**config.mk**
```make
export PLATFORM = sky130hd
export DESIGN_NAME = char_cycler
export DESIGN_NICKNAME = d
export VERILOG_FILES = /design/src/rtl/char_cycler.sv
export SDC_FILE = /design/constraint.sdc
export NUM_CORES = 1
export LEC_CHECK = 0
export ABC_AREA = 1
export CORE_MARGIN = 3
export CORE_UTILIZATION = 60
export DETAILED_ROUTE_END_ITERATION = 16
export GPL_ROUTABILITY_DRIVEN = 0
export PLACE_DENSITY_LB_ADDON = 0.2
export SYNTH_ARGS = -nofsm -noshare
export SYNTH_HDL_FRONTEND = slang
export SYNTH_SLANG_ARGS = --single-unit
```
**constraint.sdc**
```tcl
create_clock -name i_clk -period 4.5 [get_ports i_clk]
set_input_delay 0.9 -clock i_clk [delete_from_list [all_inputs] [get_ports i_clk]]
set_output_delay 0.9 -clock i_clk [all_outputs]
set_load 0.005 [all_outputs]
```
**src/rtl/char_cycler.sv**
```systemverilog
// char_cycler: cursor-selected multi-digit code stepper with wrap, lock code and auto-repeat
module char_cycler #(
  parameter int N_DIGITS   = 4,
  parameter int W          = 4,
  parameter int MIN_CODE   = 1,
  parameter int MAX_CODE   = 10,
  parameter int LOCK_CODE  = 4,
  parameter int RESET_CODE = 1,
  parameter int RPT_DELAY  = 25_000_000,
  parameter int RPT_PERIOD = 5_000_000,
  localparam int CW = (N_DIGITS > 1) ? $clog2(N_DIGITS) : 1
) (
  input  logic                  i_clk,
  input  logic                  i_rst,
  input  logic                  i_btn_up,
  input  logic                  i_btn_down,
  input  logic                  i_btn_left,
  input  logic                  i_btn_right,
  input  logic                  i_load_en,
  input  logic [W-1:0]          i_load_val,
  output logic [N_DIGITS*W-1:0] o_codes,
  output logic [CW-1:0]         o_cursor,
  output logic                  o_step_pulse
);
  localparam int RMAX = (RPT_DELAY > RPT_PERIOD) ? RPT_DELAY : RPT_PERIOD;
  localparam int CNW = (RMAX > 1) ? $clog2(RMAX) : 1;
  localparam logic [W-1:0] L_MIN = W'(MIN_CODE);
  localparam logic [W-1:0] L_MAX = W'(MAX_CODE);
  localparam logic [W-1:0] L_LOCK = W'(LOCK_CODE);
  localparam bit LOCK_ON = (LOCK_CODE >= 0) && (LOCK_CODE < 2**W);
  localparam logic [CW-1:0] L_LAST = CW'(N_DIGITS - 1);
  typedef enum logic [1:0] {S_IDLE, S_HOLD, S_RPT, S_BLOCK} state_t;
  state_t r_state, w_nstate;
  logic [W-1:0] r_codes [N_DIGITS];
  logic [CW-1:0] r_cursor;
  logic [CNW-1:0] r_cnt, w_ncnt;
  logic [3:0] r_prev;
  logic r_dir, w_ndir, r_step, w_step;
  logic w_up_p, w_dn_p, w_lf_p, w_rt_p, w_held, w_other, w_locked, w_wr;
  logic [W-1:0] w_cur, w_up_val, w_dn_val, w_new;
  assign w_up_p = i_btn_up & ~r_prev[0];
  assign w_dn_p = i_btn_down & ~r_prev[1];
  assign w_lf_p = i_btn_left & ~r_prev[2];
  assign w_rt_p = i_btn_right & ~r_prev[3];
  assign w_cur = r_codes[r_cursor];
  assign w_up_val = (w_cur >= L_MAX || w_cur < L_MIN) ? L_MIN : w_cur + 1'b1;
  assign w_dn_val = (w_cur <= L_MIN || w_cur > L_MAX) ? L_MAX : w_cur - 1'b1;
  assign w_locked = LOCK_ON && (w_cur == L_LOCK);
  assign w_held = r_dir ? i_btn_up : i_btn_down;
  assign w_other = r_dir ? i_btn_down : i_btn_up;
  assign w_wr = i_load_en || (w_step && !w_locked);
  assign w_new = i_load_en ? i_load_val : (w_ndir ? w_up_val : w_dn_val);
  always_comb begin
    w_nstate = r_state;
    w_ncnt = r_cnt;
    w_ndir = r_dir;
    w_step = 1'b0;
    case (r_state)
      S_IDLE:
        if ((w_up_p && i_btn_down) || (w_dn_p && i_btn_up)) w_nstate = S_BLOCK;
        else if (w_up_p || w_dn_p) begin
          w_step = 1'b1;
          w_ndir = w_up_p;
          w_nstate = S_HOLD;
          w_ncnt = '0;
        end
      S_HOLD, S_RPT:
        if (!w_held) w_nstate = S_IDLE;
        else if (w_other) w_nstate = S_BLOCK;
        else if (r_cnt == ((r_state == S_HOLD) ? CNW'(RPT_DELAY - 1) : CNW'(RPT_PERIOD - 1))) begin
          w_step = 1'b1;
          w_nstate = S_RPT;
          w_ncnt = '0;
        end else w_ncnt = r_cnt + 1'b1;
      default: w_nstate = (!i_btn_up && !i_btn_down) ? S_IDLE : S_BLOCK;
    endcase
  end
  // Writes target the cursor as it stood before this cycle's move
  always_ff @(posedge i_clk or posedge i_rst) begin
    if (i_rst) begin
      for (int i = 0; i < N_DIGITS; i++) r_codes[i] <= W'(RESET_CODE);
      r_cursor <= '0;
      r_step <= 1'b0;
      r_state <= S_IDLE;
      r_cnt <= '0;
      r_dir <= 1'b0;
      r_prev <= '0;
    end else begin
      if (w_wr) r_codes[r_cursor] <= w_new;
      r_step <= w_wr && (w_new != w_cur);
      if (w_rt_p && !w_lf_p) r_cursor <= (r_cursor == L_LAST) ? '0 : r_cursor + 1'b1;
      else if (w_lf_p && !w_rt_p) r_cursor <= (r_cursor == '0) ? L_LAST : r_cursor - 1'b1;
      r_state <= w_nstate;
      r_cnt <= w_ncnt;
      r_dir <= w_ndir;
      r_prev <= {i_btn_right, i_btn_left, i_btn_down, i_btn_up};
    end
  end
  for (genvar g = 0; g < N_DIGITS; g++) begin : g_out
    assign o_codes[g*W +: W] = r_codes[g];
  end
  assign o_cursor = r_cursor;
  assign o_step_pulse = r_step;
endmodule

```
## After elaboration in Yosys (flattened, before gate mapping)

Cells that the tools add are included.

- Bits in registers: 51
- Input bits: 11
- Output and inout port bits: 19
- Logic and storage cells: 106

- Add/subtract/negate cells: 5
- $lt $le $gt $ge: 6
- Eq/ne operators: 12
- Muxes and demuxes: 39
- Bitwise operators: 9
- Reduce and logical (&&, ||, !) cells: 25

Operators by type and width:

| cell | count |
|---|---|
| 25-bit two-way mux | 6 |
| 25-bit one-hot mux with 2 select lines | 1 |
| 4-bit two-way mux | 7 |
| 25-bit by 1-bit adder with 25-bit output (second input constant) | 1 |
| 25-bit == test | 1 |
| 2-bit two-way mux | 10 |
| 16-bit bitwise mux | 1 |
| 1-bit two-way mux | 10 |
| 4-bit binary-select mux with 2-bit select | 1 |
| 4-bit demux with 2-bit select | 1 |
| 1-bit logical AND | 8 |
| 2-bit inequality test (second input constant) | 4 |
| 1-bit logical NOT | 5 |
| 1-bit logical OR | 5 |
| 5-bit AND reduction | 1 |
| 4-bit by 1-bit adder with 4-bit output (second input constant) | 1 |
| 1-bit AND | 4 |
| 2-bit == test (second input constant) | 2 |
| 4-bit by 3-bit == test with 1-bit output (second input constant) | 1 |
| 4-bit greater-or-equal comparator (second input constant) | 1 |
| 4-bit > comparator (second input constant) | 1 |
| 4-bit by 1-bit <= comparator with 1-bit output (second input constant) | 1 |
| 2-bit logical NOT | 2 |
| 4-bit by 1-bit < comparator with 1-bit output (second input constant) | 1 |
| other kinds (16) | 20 |

## Logic depth before layout (Yosys ltp)

- Depth after elaboration: 11
- Mapped depth: 21
- Depth with buffers taken out: 19

## Least setup slack after synthesis

Ideal clock, no wire load.

- Kind: register -> register
- Start: register r_cursor[0] (netlist: o_cursor[0])
- End: register r_step (netlist: o_step_pulse)
- Library setup time: 0.115 ns
- Arrival: 2.129 ns
- Required time: 4.385 ns
- Setup slack: 2.255 ns
- Cell stages (with the launch flop): 19
- Period minus slack after synthesis: 2.245 ns
- Path through: dfrtp_1 > buf_6 > inv_2 > buf_6 > nand2_1 > nand3_1 > nand2_1 > inv_1 > ha_1 > o211ai_1 > nand2_1 > a21oi_1 > nand2_1 > nand2_2 > nand2_1 > nand2_1 > nand3_1 > nor2_1 > nor2_1

- Longest elaborated chain between the ends: 11
- Elaborated cells between the ends (all ways): 22
- Those cells by class: add/sub (2); order compare (4); eq/ne (2); mux (7); bitwise (1); reduce/logical (6)

Ends and longest elaborated chain:

| item | line | RTL |
|---|---|---|
| start, declared | 35 | `logic [CW-1:0] r_cursor;` |
| start signal, assigned | 91 | `if (w_rt_p && !w_lf_p) r_cursor <= (r_cursor == L_LAST) ? '0 : r_cursor + 1'b1;` |
| start signal, assigned | 92 | `else if (w_lf_p && !w_rt_p) r_cursor <= (r_cursor == '0) ? L_LAST : r_cursor - 1'b1;` |
| 2-bit NOT with 3-bit output (implied by the code) * | 45 | `assign w_cur = r_codes[r_cursor];` |
| 4-bit binary-select mux with 2-bit select * | 45 |  |
| 4-bit two-way mux (implied by the code) * (2 in series) | 45 |  |
| 4-bit by 1-bit <= comparator with 1-bit output, or another cell as far along | 47 | `assign w_dn_val = (w_cur <= L_MIN \|\| w_cur > L_MAX) ? L_MAX : w_cur - 1'b1;` |
| 1-bit logical OR, on equally long branches | 47, 46 |  |
| 4-bit two-way mux, on equally long branches | 47, 46 |  |
| 4-bit two-way mux (2 in series) | 52 | `assign w_new = i_load_en ? i_load_val : (w_ndir ? w_up_val : w_dn_val);` |
| 4-bit inequality test | 90 | `r_step <= w_wr && (w_new != w_cur);` |
| 1-bit logical AND * | 90 |  |
| end signal, assigned | 90 |  |
| end, declared | 38 | `logic r_dir, w_ndir, r_step, w_step;` |

Every way passes the cells marked *; elsewhere a longest branch is shown, timed or not. The select of a mux whose other input is x is not followed.
A chain may end at the register's enable or synchronous reset.

## Worst setup path in the final report

- Start: input i_btn_up
- End: register r_cnt[15]

- Longest elaborated chain between the ends: 5
- Elaborated cells between the ends (all ways): 12
- Those cells by class: eq/ne (4); mux (2); bitwise (1); reduce/logical (5)

Ends and longest elaborated chain:

| item | line | RTL |
|---|---|---|
| start, declared | 15 | `input logic i_btn_up,` |
| 1-bit AND | 41 | `assign w_up_p = i_btn_up & ~r_prev[0];` |
| 1-bit logical AND | 60 | `if ((w_up_p && i_btn_down) \|\| (w_dn_p && i_btn_up)) w_nstate = S_BLOCK;` |
| 1-bit logical OR | 60 |  |
| 2-bit inequality test (no line) | n/a |  |
| 5-bit AND reduction (no line) * | n/a |  |
| end signal, assigned | 94 | `r_cnt <= w_ncnt;` |
| end, declared | 36 | `logic [CNW-1:0] r_cnt, w_ncnt;` |

Every way passes the cells marked *; elsewhere a longest branch is shown, timed or not.

==> summary.md <==
| Metric | Value |
|---|---|
| Hold_ws | between 0.5 and 0.6 ns |
| Total track usage | 0.2524 |
| Pin count of the biggest net entering global routing | 52 |
| Synthesized net count | 460 |
| CTS Hold Bufs | 0 |
| Routed WL per cell | about 13 um |
| CP max FO | 12 |
| Final setup fails | 0 |
| Crit path top cell by count | nand2_1 |
| # Post-CTS Setup Buffers | 0 |
| Detail-routed via count per cell | around 5.5 |
| Worst path max stage delay | 0.51 ns |
| Worst Hold Depth | 2 |
| CP Data Arrival Time | just over 3 ns |
| Clock Path Buffers | 2 |
| CTS tree | yes |
| RSZ-0062 raised after global routing | false |
| Reg2Reg Depth | 15 |
| Final setup TNS | 0 ns |
| Post-route ant nets | 0 |
| Period minus WS final | 2.891 ns |
| Pre-Repair DR Iteration Count | 5 |
| Cell Chain, Critical Path | clkdlybuf4s50_1, o21ai_0, nand2_1, nand2_1, nand3_2, nor2_4, nand2_1, inv_1, a21oi_1, o21a_1 |
| Max Cap Viol | 0 |
| Nets@finish | slightly below 500 |
| Detailed-route DRC error count | 0 |
| VDD IR max | around 0.00041 V |
| Register bit total from synthesis | around 50 |
| Avg Synthesized Cell Area | about 7.4 um^2 |
| Synth top area cells | dfrtp_1 37%, nand2_1 14%, inv_1 6.0% |
| Worst slew margin | 0.2962 |
| Syn Inst Count | about 440 |
| Setup crit end kind | flip-flop |
| Cells after DPL | between 500 and 600 |
| Worst slew pin tran | 1.054 ns |
| Final Hold Vio Count | 0 |
| Die X-Extent | just under 80 um |
| Crit path max-delay family | buffers and inverters |
| Vias post-DR | ~3,000 |
| 1st-iter DRT viols | 298 |
| Core area | ~5100 um^2 |
| Ports | 30 |
| Vias in the first global route | 2,766 |
| Core Rows | 26 |
| Layout cell share with drive strength beyond 1 | 0.07906 |
| Hold endpoint | o_codes[8]$_DFFE_PP1P_ |
| Period utilisation layout | 0.6425 |
| Pwr Density | roughly 620 nW/um^2 |
| Number of fill cells | 435 |
| Design Power | ~2.3 mW |
| Number of clock sinks | 51 |
| Max-slew violations | 0 |
| Worst skew pair latency | between 0.3 and 0.4 ns |
| Clock slew at reported path FFs | roughly 0.090 ns |
| DIE AREA | between 6000 and 7000 um^2 |
| Dpl cell area | between 3000 and 4000 um^2 |
| Seq. cell area | between 1000 and 1500 um^2 |
| ANT cells | 0 |
| Routed WL | a little over 7 mm |
| P_leak | around 1.7 nW |
| Skew final | approximately 0.0073 ns |
| CTS Buf Count | 5 |
| Post-route insts no fill | between 500 and 600 |
| Worst min-delay path class | reg2reg |
| Worst path bufs/invs | 2 |
| Starting density of the core | 0.6249 |
| Syn-to-layout area delta | 13.63% |
| Die Y | just under 80 um |
| Netlist Area Pre-Place | roughly 3200 um^2 |
| Worst setup path class | in2reg |
| Startpoint Class | input port |
| Post-layout instance area | 3650 um^2 |
| Port buffer count | 29 |
| CTS resizes | 0 |
| R2r endpoint | o_step_pulse$_DFF_PP0_ |
| CP max-delay cell | clkdlybuf4s50_1 |
| Min-delay src | o_codes[8]$_DFFE_PP1P_ |
| R2r startpoint | o_cursor[0]$_DFFE_PP0P_ |
| Initial antenna violation count | 0 |
| Top cell type's share of synthesized area | 0.3662 |
| H-tree depth | 2 |
| CTS root buf | clkbuf_8 |
| CP required | ~4.7 ns |
| Final HPWL DP | roughly 5.3 mm |
| Yosys cell types | 36 |
| Area of the multi-input gates | 1674 um^2 |
| Outcome | finished, final reports clean |
| Global route overflow | 0 |
| Max Fclk | approximately 350 MHz |
| Global-route wire length before repair | 12.72 mm |
| Yosys top cell by area | dfrtp_1 |
| Yosys warning count | 0 |
| Sequential area share after synthesis | 0.3989 |
| Flop2flop setup slack | 1.67 ns |
[layer usage]
| metal | share of wire | global-route usage |
|---|---|---|
| met1 | 0.46 | 0.3642 |
| met2 | 0.47 | 0.3872 |
| met3 | 0.057 | 0.05215 |
| met4 | 0.014 | 0.06701 |
| met5 | 0 | 0 |
[cells by family after synthesis]
group / count (synthesis) / synth area share
AO/OA/AOI/OAI: 63 / 0.1052
flip-flops: 51 / 0.3989
AND/OR/NAND/NOR: 245 / 0.3545
buffers and inverters: 60 / 0.07985
adder cells (fa/ha/maj): 13 / 0.05064
XOR/XNOR: 4 / 0.01091
[synth_stat cells (all sizes together)]
| cell | count |
|---|---|
| clkinv | 1 |
| nor2 | 37 |
| or2 | 4 |
| nor3b | 3 |
| dfrtp | 47 |
| dfstp | 4 |
| xnor2 | 1 |
| xor2 | 3 |
| a22oi | 1 |
| o21a | 1 |
| a211oi | 1 |
| a31oi | 3 |
| nor3 | 21 |
| nor4 | 3 |
| nand4 | 7 |
| nand3b | 3 |
| and3 | 1 |
| o21ai | 38 |
| buf | 5 |
| a21o | 1 |
| inv | 54 |
| nand3 | 40 |
| o21bai | 1 |
| ha | 13 |
| o211ai | 1 |
| a21oi | 16 |
| nand2 | 126 |
[final cells by class]
type,count,area share
tap,70,0.02400
timing repair buffer,29,0.07953
inverter,55,0.05656
multi-input combinational,325,0.4587
clock buffer,6,0.01988
sequential,51,0.3510
clock inverter,2,0.01028
[report_power, final]
part,total [mW],switching (mW),internal (mW)
combinational,1.27,0.797,0.473
clock,0.320,0.154,0.166
sequential,0.690,0.110,0.580
[metrics by stage]
stage / utilization / setup slack (ns)
floorplan: - / 2.255
global placement: 0.6887 / 1.416
detailed placement: 0.6887 / 1.301
CTS: 0.7101 / 1.633
global route: 0.7101 / 1.301
finish: 0.7101 / 1.609
[flip-flops by register name, indices dropped and copies added (netlist names)]
name          cells
r_dir             1
r_cnt            25
o_cursor          2
r_prev            4
o_codes          16
o_step_pulse      1
r_state           2
[how the worst max path moves through the flow]
stage	start	cells after the start	to	slack, ns
after floorplan	o_cursor[0]$_DFFE_PP0P_	18	o_step_pulse$_DFF_PP0_	2.26
after global placement	i_btn_up	10	r_cnt[15]$_DFFE_PP0P_	1.42
after detailed placement	i_btn_up	10	r_cnt[15]$_DFFE_PP0P_	1.30
after CTS	i_btn_up	10	r_cnt[15]$_DFFE_PP0P_	1.63
after global routing	o_cursor[0]$_DFFE_PP0P_	16	o_step_pulse$_DFF_PP0_	1.30
final	i_btn_up	10	r_cnt[15]$_DFFE_PP0P_	1.61
[tightest hold or removal path: stages, from the launching register on]
cell	delay (ns)
dfstp_2	0.39
nand2_1	0.05
o21ai_0	0.06
[placed cells by master, fill, tap and decap left out, types with 2 or more instances in the layout]
cell type	Yosys	layout
a21oi_1	16	16
a31oi_1	3	3
clkbuf_8	0	5
clkdlybuf4s50_1	0	29
dfrtp_1	47	47
dfstp_2	4	4
ha_1	13	13
inv_1	51	50
inv_2	3	4
nand2_1	121	121
nand2_2	5	5
nand3_1	37	37
nand3_2	3	3
nand3b_1	3	3
nand4_1	7	7
nor2_1	32	32
nor2_4	4	4
nor3_1	20	20
nor3b_2	2	2
nor4_1	3	3
o21ai_0	37	37
or2_2	4	4
xor2_1	3	3
Note: power is estimated with default switching activity, not from simulation.
